<file path="src/rtl/i2c_slave_if.sv">
// Bus and user-side signals of the I2C target, bundled as one interface.
// The slave modport is used by i2c_slave; the master modport is for the
// environment that drives SCL/SDA and consumes the user-side strobes.
// dbg_state mirrors the target FSM state for observation.
interface i2c_slave_if #(
  parameter int REG_AW = 4
) ();
  logic              i2c_scl;
  logic              i2c_sda_in;
  logic              i2c_sda_out;
  logic              i2c_sda_out_mode;
  logic              busy;
  logic              wr_valid;
  logic [7:0]        wr_sub;
  logic [7:0]        wr_data;
  logic              done;
  logic [REG_AW-1:0] rd_sub;
  logic [7:0]        rd_data;
  logic [3:0]        dbg_state;

  modport slave (
    input  i2c_scl, i2c_sda_in, rd_sub,
    output i2c_sda_out, i2c_sda_out_mode, busy, wr_valid, wr_sub, wr_data,
           done, rd_data, dbg_state
  );

  modport master (
    output i2c_scl, i2c_sda_in, rd_sub,
    input  i2c_sda_out, i2c_sda_out_mode, busy, wr_valid, wr_sub, wr_data,
           done, rd_data, dbg_state
  );
endinterface

</file>
<file path="src/rtl/i2c_slave.sv">
// I2C target with a small byte register file addressed by a sub-address.
// SCL/SDA are oversampled on clk (2-FF sync + previous-value register), so
// every bus event acts 3 clk after the pin change. SCL is never driven.
// Handshake: wr_valid is a one-clk strobe with no backpressure; wr_sub and
// wr_data are valid in that clk. done is a one-clk strobe on the STOP that
// ends an addressed transaction. rd_data = regs[rd_sub] one clk later.
// Optional feature: define I2C_SLAVE_AUTO_INC_EN to advance the pointer after
// every data byte (write ACK and master read ACK); otherwise it stays put.
module i2c_slave #(
  parameter logic [6:0] DEV_ADDR = 7'b1101000,
  parameter int         REG_AW   = 4
) (
  input logic        clk,
  input logic        reset,
  i2c_slave_if.slave bus
);

`ifdef I2C_SLAVE_AUTO_INC_EN
  localparam bit AUTO_INC = 1'b1;
`else
  localparam bit AUTO_INC = 1'b0;
`endif

  typedef enum logic [3:0] {
    IDLE      = 4'd0,
    ADDR      = 4'd1,
    ADDR_ACK  = 4'd2,
    SUB       = 4'd3,
    SUB_ACK   = 4'd4,
    WDATA     = 4'd5,
    WDATA_ACK = 4'd6,
    RDATA     = 4'd7,
    RACK      = 4'd8,
    WAIT_STOP = 4'd9
  } state_t;

  state_t            state, state_n;
  logic              scl_s1, scl_s2, scl_q, sda_s1, sda_s2, sda_q;
  logic              scl_rise, scl_fall, start_ev, stop_ev;
  logic [3:0]        bit_cnt, bit_cnt_n;
  logic [7:0]        shreg, shreg_n, ptr, ptr_n;
  logic              rw, rw_n, ack_on, ack_on_n;
  logic              sda_out, sda_out_n, sda_mode, sda_mode_n;
  logic              busy, busy_n, wr_valid, wr_valid_n, done, done_n;
  logic [7:0]        wr_sub, wr_sub_n, wr_data, wr_data_n;
  logic              reg_we;
  logic [7:0]        regs [2**REG_AW];
  logic [7:0]        byte_in, rd_byte;

  assign scl_rise = scl_s2 & ~scl_q;
  assign scl_fall = ~scl_s2 & scl_q;
  assign start_ev = scl_s2 & scl_q & sda_q & ~sda_s2;
  assign stop_ev  = scl_s2 & scl_q & ~sda_q & sda_s2;
  assign byte_in  = {shreg[6:0], sda_s2};
  assign rd_byte  = regs[ptr[REG_AW-1:0]];

  // Synchronize the raw bus pins and keep the previous value for edges.
  always_ff @(posedge clk) begin
    if (reset) begin
      {scl_s1, scl_s2, scl_q} <= 3'b111;
      {sda_s1, sda_s2, sda_q} <= 3'b111;
    end else begin
      {scl_s1, scl_s2, scl_q} <= {bus.i2c_scl, scl_s1, scl_s2};
      {sda_s1, sda_s2, sda_q} <= {bus.i2c_sda_in, sda_s1, sda_s2};
    end
  end

  // FSM state register.
  always_ff @(posedge clk) begin
    if (reset) state <= IDLE;
    else       state <= state_n;
  end

  // Next state and datapath updates; STOP/START override every state.
  always_comb begin
    state_n    = state;
    bit_cnt_n  = bit_cnt;
    shreg_n    = shreg;
    ptr_n      = ptr;
    rw_n       = rw;
    ack_on_n   = ack_on;
    sda_out_n  = sda_out;
    sda_mode_n = sda_mode;
    busy_n     = busy;
    wr_valid_n = 1'b0;
    wr_sub_n   = wr_sub;
    wr_data_n  = wr_data;
    done_n     = 1'b0;
    reg_we     = 1'b0;
    if (stop_ev) begin
      state_n    = IDLE;
      sda_out_n  = 1'b1;
      sda_mode_n = 1'b0;
      busy_n     = 1'b0;
      done_n     = busy;
      ack_on_n   = 1'b0;
    end else if (start_ev) begin
      state_n    = ADDR;
      bit_cnt_n  = 4'd0;
      sda_out_n  = 1'b1;
      sda_mode_n = 1'b0;
      busy_n     = 1'b0;
      ack_on_n   = 1'b0;
    end else begin
      case (state)
        ADDR, SUB, WDATA: if (scl_rise) begin
          shreg_n   = byte_in;
          bit_cnt_n = bit_cnt + 4'd1;
          if (bit_cnt == 4'd7) begin
            bit_cnt_n = 4'd0;
            if (state == SUB) begin
              ptr_n    = byte_in;
              state_n  = SUB_ACK;
            end else if (state == WDATA) begin
              state_n  = WDATA_ACK;
            end else if (byte_in[7:1] == DEV_ADDR) begin
              rw_n     = byte_in[0];
              state_n  = ADDR_ACK;
            end else begin
              state_n  = WAIT_STOP;
            end
          end
        end
        ADDR_ACK, SUB_ACK, WDATA_ACK: if (scl_fall) begin
          if (!ack_on) begin
            // First fall after the 8th bit: pull SDA low for the ACK.
            ack_on_n   = 1'b1;
            sda_out_n  = 1'b0;
            sda_mode_n = 1'b1;
            if (state == ADDR_ACK) busy_n = 1'b1;
            if (state == WDATA_ACK) begin
              reg_we     = 1'b1;
              wr_valid_n = 1'b1;
              wr_sub_n   = ptr;
              wr_data_n  = shreg;
            end
          end else begin
            // Second fall: end of ACK slot.
            ack_on_n   = 1'b0;
            bit_cnt_n  = 4'd0;
            sda_out_n  = 1'b1;
            sda_mode_n = 1'b0;
            if (state == ADDR_ACK && rw) begin
              // First read bit is driven on this same fall.
              state_n    = RDATA;
              sda_out_n  = rd_byte[7];
              sda_mode_n = 1'b1;
              shreg_n    = {rd_byte[6:0], 1'b0};
            end else if (state == ADDR_ACK) begin
              state_n = SUB;
            end else begin
              state_n = WDATA;
              if (state == WDATA_ACK && AUTO_INC) ptr_n = ptr + 8'd1;
            end
          end
        end
        RDATA: begin
          // bit_cnt counts rises; 9 means "load a fresh byte on next fall".
          if (scl_rise && bit_cnt < 4'd8) bit_cnt_n = bit_cnt + 4'd1;
          if (scl_fall) begin
            if (bit_cnt == 4'd9) begin
              bit_cnt_n  = 4'd0;
              sda_out_n  = rd_byte[7];
              sda_mode_n = 1'b1;
              shreg_n    = {rd_byte[6:0], 1'b0};
            end else if (bit_cnt == 4'd8) begin
              bit_cnt_n  = 4'd0;
              sda_out_n  = 1'b1;
              sda_mode_n = 1'b0;
              state_n    = RACK;
            end else begin
              sda_out_n  = shreg[7];
              shreg_n    = {shreg[6:0], 1'b0};
            end
          end
        end
        RACK: if (scl_rise) begin
          if (!sda_s2) begin
            state_n   = RDATA;
            bit_cnt_n = 4'd9;
            if (AUTO_INC) ptr_n = ptr + 8'd1;
          end else begin
            state_n   = WAIT_STOP;
          end
        end
        IDLE, WAIT_STOP: ;
        default: state_n = IDLE;
      endcase
    end
  end

  // Datapath registers, register file and registered read port.
  always_ff @(posedge clk) begin
    if (reset) begin
      bit_cnt  <= 4'd0;
      shreg    <= 8'd0;
      ptr      <= 8'd0;
      rw       <= 1'b0;
      ack_on   <= 1'b0;
      sda_out  <= 1'b1;
      sda_mode <= 1'b0;
      busy     <= 1'b0;
      wr_valid <= 1'b0;
      wr_sub   <= 8'd0;
      wr_data  <= 8'd0;
      done     <= 1'b0;
      bus.rd_data <= 8'd0;
      for (int i = 0; i < 2**REG_AW; i++) regs[i] <= 8'd0;
    end else begin
      bit_cnt  <= bit_cnt_n;
      shreg    <= shreg_n;
      ptr      <= ptr_n;
      rw       <= rw_n;
      ack_on   <= ack_on_n;
      sda_out  <= sda_out_n;
      sda_mode <= sda_mode_n;
      busy     <= busy_n;
      wr_valid <= wr_valid_n;
      wr_sub   <= wr_sub_n;
      wr_data  <= wr_data_n;
      done     <= done_n;
      bus.rd_data <= regs[bus.rd_sub];
      if (reg_we) regs[ptr[REG_AW-1:0]] <= shreg;
    end
  end

  assign bus.i2c_sda_out      = sda_out;
  assign bus.i2c_sda_out_mode = sda_mode;
  assign bus.busy             = busy;
  assign bus.wr_valid         = wr_valid;
  assign bus.wr_sub           = wr_sub;
  assign bus.wr_data          = wr_data;
  assign bus.done             = done;
  assign bus.dbg_state        = state;

endmodule
</file>
<file path="src/flat_wrapper.sv">
// flat-port wrapper written by rule: the top's interface ports become plain ports
module i2c_slave_flat 
#(
  parameter logic [6:0] DEV_ADDR = 7'b1101000,
  parameter int         REG_AW   = 4
)
  (clk, reset, bus_i2c_scl, bus_i2c_sda_in, bus_rd_sub, bus_i2c_sda_out, bus_i2c_sda_out_mode, bus_busy, bus_wr_valid, bus_wr_sub, bus_wr_data, bus_done, bus_rd_data, bus_dbg_state);
  i2c_slave_if #(.REG_AW(REG_AW)) bus_i ();
  input logic clk;
  input logic reset;
  input wire logic [$bits(bus_i.i2c_scl)-1:0] bus_i2c_scl;
  input wire logic [$bits(bus_i.i2c_sda_in)-1:0] bus_i2c_sda_in;
  input wire logic [$bits(bus_i.rd_sub)-1:0] bus_rd_sub;
  output wire logic [$bits(bus_i.i2c_sda_out)-1:0] bus_i2c_sda_out;
  output wire logic [$bits(bus_i.i2c_sda_out_mode)-1:0] bus_i2c_sda_out_mode;
  output wire logic [$bits(bus_i.busy)-1:0] bus_busy;
  output wire logic [$bits(bus_i.wr_valid)-1:0] bus_wr_valid;
  output wire logic [$bits(bus_i.wr_sub)-1:0] bus_wr_sub;
  output wire logic [$bits(bus_i.wr_data)-1:0] bus_wr_data;
  output wire logic [$bits(bus_i.done)-1:0] bus_done;
  output wire logic [$bits(bus_i.rd_data)-1:0] bus_rd_data;
  output wire logic [$bits(bus_i.dbg_state)-1:0] bus_dbg_state;
  assign bus_i.i2c_scl = bus_i2c_scl;
  assign bus_i.i2c_sda_in = bus_i2c_sda_in;
  assign bus_i.rd_sub = bus_rd_sub;
  assign bus_i2c_sda_out = bus_i.i2c_sda_out;
  assign bus_i2c_sda_out_mode = bus_i.i2c_sda_out_mode;
  assign bus_busy = bus_i.busy;
  assign bus_wr_valid = bus_i.wr_valid;
  assign bus_wr_sub = bus_i.wr_sub;
  assign bus_wr_data = bus_i.wr_data;
  assign bus_done = bus_i.done;
  assign bus_rd_data = bus_i.rd_data;
  assign bus_dbg_state = bus_i.dbg_state;
  i2c_slave #(.DEV_ADDR(DEV_ADDR), .REG_AW(REG_AW)) u_core (.clk(clk), .reset(reset), .bus(bus_i));
endmodule
</file>
<file path="config.mk">
export PLATFORM = sky130hd
export DESIGN_NAME = i2c_slave_flat
export DESIGN_NICKNAME = d
export VERILOG_FILES = /design/src/rtl/i2c_slave_if.sv /design/src/rtl/i2c_slave.sv /design/src/flat_wrapper.sv
export SDC_FILE = /design/constraint.sdc
export NUM_CORES = 1
export LEC_CHECK = 0
export CORE_UTILIZATION = 55
export CTS_CLUSTER_DIAMETER = 60
export DETAILED_ROUTE_END_ITERATION = 10
export GPL_TIMING_DRIVEN = 0
export PLACE_DENSITY = 0.76
export SLEW_MARGIN = 20
export SYNTH_ARGS = -nofsm -noshare
export SYNTH_HDL_FRONTEND = slang
export SYNTH_SLANG_ARGS = --single-unit
</file>
<file path="constraint.sdc">
create_clock -name clk -period 2.6 [get_ports clk]
set_clock_uncertainty 0.2 [all_clocks]
set_input_delay 0.39 -clock clk [delete_from_list [all_inputs] [get_ports clk]]
set_output_delay 0.39 -clock clk [all_outputs]
set_load 0.01 [all_outputs]
</file>
Word-level counts from Yosys, hierarchy flattened:

Memories as Yosys holds them, arrays and structs flattened. A register that Yosys moved wholly into a read port is not among the register bits.
Cells that the tools add are included.

* add/sub/neg operators: 1
* order comparisons: 1
* bitwise logic cells: 17
* eq/ne operators: 34
* multiplexer cells: 67
* reduce and logical (&&, ||, !) cells: 24

Operators by type and width (number)
* 4-bit 2-to-1 mux: 27
* 8-bit 2-to-1 mux: 8
* 9-bit AND reduction: 3
* 1-bit 2-to-1 mux: 26
* 3-bit by 1-bit != test with 1-bit output, second input constant: 8
* 8-bit one-hot mux with 3 select lines: 1
* 4-bit by 3-bit equality test with 1-bit output, second input constant: 5
* 4-bit one-hot mux with 5 select lines: 1
* 2-bit by 1-bit != test with 1-bit output, second input constant: 9
* 4-bit equality test, second input constant: 4
* 4-bit one-hot mux with 4 select lines: 1
* 6-bit AND reduction: 2
* 1-bit NOT: 10
* 3-bit OR reduction: 3
* 4-bit by 2-bit equality test with 1-bit output, second input constant: 2
* 4-bit AND reduction: 2
* 8-bit AND reduction: 1
* 8-bit OR reduction: 1
* 1-bit AND: 7
* 7-bit equality test, second input constant: 1
* 7-bit AND reduction: 1
* 3-bit by 2-bit != test with 1-bit output, second input constant: 2
* 2-bit OR reduction: 3
* 5-bit nonzero test: 1
* 13 further kinds: 15

* memories: 1
* input bits: 8
* logic and storage cells: 165
* output and inout port bits: 33
* flip-flop bits (word level): 53
* RAM bits: 128

Memory list
* u_core.regs: depth 16, bits a word 8, rd ports 2, clocked after Yosys merged registers in 2, write ports 16, line i2c_slave.sv:47 `logic [7:0] regs [2**REG_AW];`

Longest topological paths before layout:

Gate-level depths: netlist (run 1).

* depth after elaboration: 12
* gate-level depth with buffers: 8
* gate-level depth less buffers: 7

Least setup slack after synthesis (run 1):

OpenSTA, ideal clock, no wires.

* path type: reg-to-reg
* from: reg u_core.state[0], in the netlist u_core.bus.dbg_state[0]
* to: mem u_core.regs[4][0] (enable)
* library setup time: 0.329 ns
* stages on the path, launching flop included: 7
* required time: 2.071 ns
* data arrival time: 1.908 ns
* period minus slack after synthesis: 2.438 ns
* setup slack: 0.162 ns
* buffers on the path: 1
* path through: dfxtp_1 buf_2 nor3_2 nand4_4 or4b_4 nor3_4 or2_1

RTL lines
* from (decl): line i2c_slave.sv:37 `state_t state, state_n;`
* from (signal assigned): line i2c_slave.sv:71 `else state <= state_n;`
* to (decl): line i2c_slave.sv:47

==> summary.md, run 1 <==
| Metric | Value |
|---|---|
| Worst slack at placement | `-0.862 ns` |
| Yosys reg bits | `193` |
| Sequential Area | `0.00515 sq mm` |
| RePlAce Congestion | `0.917` |
| Layout cell share with drive strength beyond 1 | `25.0%` |
| Die Y | `137 microns` |
| Number of distinct library cells after synthesis | `71` |
| Ys flop type | `edfxtp_1` |
| Final worst-path cycle share | `98.9%` |
| VDD IR max | `459 uV` |
| RSZ-0062 raised after global routing | `yes` |
| Critical Path RT | `2.71 ns` |
| Ys async rst share | `0%` |
| Worst path depth | `5` |
| Worst reg2reg path depth | `6` |
| EDFF count, synth | `128` |
| I/O Buffers | `37` |
| Routed len/inst | `25.7 microns` |
| Final Setup Violations | `0` |
| YS warnings | `0` |
| Buf/Inv on CP | `2` |
| Sw Share | `22.9%` |
| Max Clock Freq | `389 MHz` |
| Filler instances | `1236` |
| Startpoint Class | `primary input` |
| Clock network power share | `40.4%` |
| DRT Pass-1 Iters | `6` |
| Syn Area/Cell | `13.0 sq um` |
| Pwr Density | `567 mW/mm^2` |
| Via count | `6954` |
| First-pass GRT wire length | `40.9 mm` |
| Hold Crit Depth | `1` |
| Max-Cap Viols | `0` |
| Status | `completed` |
| Largest net degree at the start of global routing | `17` |
| Leakage | `3.95 nW` |
| Io pins | `41` |
| Crit-path leading delay family | `buffers and inverters` |
| Total congestion overflow | `0` |
| PnR Total Power | `6.56 mW` |
| CTS Hold Buffers Added | `0` |
| Vias/cell | `6.43` |
| Crit path top cell by count | `mux4_2` |
| # diodes | `0` |
| Die area | `0.0186 sq mm` |
| FP Rows | `48` |
| Syn Nets | `775` |
| Worst Path Max Fanout | `10` |
| Leading area contributor after synthesis | `edfxtp_1` |
| Fin cells | `1081` |
| WL final | `27.7 mm` |
| Power share of the sequential group | `52.4%` |
| Placed cell count | `1026` |
| Total GRT Usage | `31.3%` |
| Root buf cell | `clkbuf_16` |
| Final net count | `854` |
| Routed Antenna Nets | `0` |
| Crit path time final | `2.57 ns` |
| Max incr delay on CP | `0.60 ns` |
| Ranking of synthesized cells by area | `edfxtp_1 (39%), mux4_2 (18%), dfxtp_1 (13%)` |
| Clk buf depth | `2` |
| Switch Pwr | `1.50 mW` |
| Critical path class | `in -> reg` |
| Initial Utilization | `57.0%` |
| Core area | `0.0175 sq mm` |
| Area Overhead vs Synth | `16.0%` |
| Initial antenna violation count | `1` |
| Post-synthesis sequential area ratio | `51.7%` |
| Worst skew pair latency | `0.45 ns` |
| Crit path cell chain | `clkdlybuf4s50_1, clkbuf_1, mux4_2, mux4_2, nor2b_1` |
| Die X | `137 microns` |
| Critical-path top delay cell | `clkbuf_1` |
| CTS H-tree lvls | `4` |
| DRC Markers | `0` |
| Hold WC Path Type | `reg -> reg` |
| TritonCTS buffer count | `17` |
| Final hold viol count | `0` |
| Clk sinks | `193` |
| CP Capture Type | `register` |
| Synthesized cell area | `0.00996 sq mm` |
| Area share of the largest cell type after synthesis | `38.6%` |
| Slew Viols, Final | `0` |
| Internal power | `5.05 mW` |
| Slew headroom | `44.9%` |
| Footprint of the multi-input gates | `0.00465 sq mm` |
| Vias in the first global route | `6778` |
| HPWL after DPL | `19.4 mm` |
| CTS clk-pin slew, worst paths | `0.08 ns` |
| CTS tree | `done` |
| Final WS setup | `0.0279 ns` |
| Combinational share of power | `7.1%` |
| Critical Path AT | `2.69 ns` |
| Syn Inst Count | `764` |
| DR iter-0 viols | `795` |
| Worst-Margin Slew | `0.827 ns` |
## layout by cell type, fill, tap and decap left out, types with 4 or more instances in the layout
cell type	instances
clkdlybuf4s50_1	37
o21a_1	5
nor2_4	10
or2_2	12
nor2_1	29
clkbuf_2	4
o211ai_1	4
buf_4	22
mux4_2	80
inv_1	7
edfxtp_1	128
buf_6	6
o21ai_0	16
clkbuf_16	17
nor3_1	4
nor2b_1	15
and2_1	131
mux2i_1	20
nand2b_1	8
a21oi_1	24
clkbuf_1	38
a211oi_1	10
nor3_4	5
nand2_1	47
or2_4	12
dfxtp_1	61
buf_2	10
## final cells by class
cell class / count / share of cell area (%)
clock buffer: 21 / 3.90
timing repair buffer: 60 / 4.78
sequential: 193 / 44.6
buffer: 61 / 2.72
inverter: 7 / 0.227
tap: 225 / 2.44
multi-input combinational: 503 / 40.2
clock inverter: 11 / 1.10
## state kept, by name, indices dropped and copies added, names as in the netlist, 4 cells and up, named ones only
signal,count
u_core.bit_cnt,4
u_core.bus.wr_data,8
u_core.bus.rd_data,8
u_core.bus.wr_sub,8
u_core.shreg,8
u_core.regs,128
u_core.ptr,8
u_core.bus.dbg_state,4
## what timing repair did
item | 4_1_cts | 5_1_grt
gates resized for setup | 32 | 28
pin swaps | 10 | 10
gates cloned | 0 | 0
setup endpoints to repair | 222 | 143
buffers inserted | 7 | 16
## kinds of logic after synthesis
kind of cell	Yosys count	synth area share, %
and+or+nand+nor	309	18.5
DFF	193	51.7
muxes	100	20.1
AOI/OAI and AO/OA	89	6.16
buffers and inverters	68	3.00
adders and majority gates	3	0.377
xor gates and xnor gates	2	0.176
## power by group through the flow
| stage | clock [mW] | sequential, mW | combinational [mW] |
|---|---|---|---|
| 2_1_floorplan | 0 | 3.48 | 0.284 |
| 3_3_place_gp | 0 | 3.49 | 0.437 |
| 3_5_place_dp | 0 | 3.50 | 0.443 |
| 4_1_cts | 2.63 | 3.43 | 0.452 |
| 5_1_grt | 2.75 | 3.45 | 0.485 |
| 6_report | 2.65 | 3.44 | 0.468 |
## cell usage after synthesis (10+ instances only)
| cell | number |
|---|---|
| mux4_2 | 80 |
| a211oi_1 | 10 |
| nor2_1 | 35 |
| or2_2 | 21 |
| buf_2 | 14 |
| and2_1 | 131 |
| dfxtp_1 | 65 |
| nand2_1 | 47 |
| mux2i_1 | 20 |
| nor2b_1 | 15 |
| clkbuf_1 | 39 |
| a21oi_1 | 25 |
| o21ai_0 | 16 |
| edfxtp_1 | 128 |
## worst paths after layout
kind	slack, ns	start	endpoint
max	0.03	bus_rd_sub[1]	u_core.bus.rd_data[2]$_SDFF_PP0_
min	0.22	u_core.sda_s1$_SDFF_PP1_	u_core.sda_s2$_SDFF_PP1_
max reg2reg	0.03	u_core.scl_s2$_SDFF_PP1_	u_core.regs[7][1]$_SDFFCE_PN0P_
min reg2reg	0.22	u_core.sda_s1$_SDFF_PP1_	u_core.sda_s2$_SDFF_PP1_
## through the flow
stage / util [%] / setup TNS (ns) / cell area (sq um) / hold WS, ns
2_1_floorplan: - / 0 / 9960 / 0.189
3_3_place_gp: 60.7 / -76.15 / 10600 / 0.200
3_5_place_dp: 60.7 / -90.88 / 10600 / 0.202
4_1_cts: 64.9 / 0 / 11300 / 0.220
5_1_grt: 66.1 / -0.581 / 11600 / 0.238
6_report: 66.1 / 0 / 11600 / 0.217
## layer usage
| layer | global-route usage [%] | vias up | part of all wire (%) |
|---|---|---|---|
| met4 | 16.5 | 0 | 4.9 |
| met5 | 0 | - | 0 |
| met1 | 38.4 | 3500 | 37 |
| met2 | 52.3 | 357 | 50 |
| li1 | - | 3016 | - |
| met3 | 6.30 | 81 | 8.0 |
No activity file was read; power rests on OpenSTA's default activity.
==> run 2, diff against run 1 <==
--- a/config.mk
+++ b/config.mk
@@ -5,6 +5,7 @@
 export SDC_FILE = /design/constraint.sdc
 export NUM_CORES = 1
 export LEC_CHECK = 0
+export CORE_MARGIN = 1
 export CORE_UTILIZATION = 55
 export CTS_CLUSTER_DIAMETER = 60
 export DETAILED_ROUTE_END_ITERATION = 10
==> results of run 2 <==
No change in the layout: final DEF, timing and power equal those of run 1.
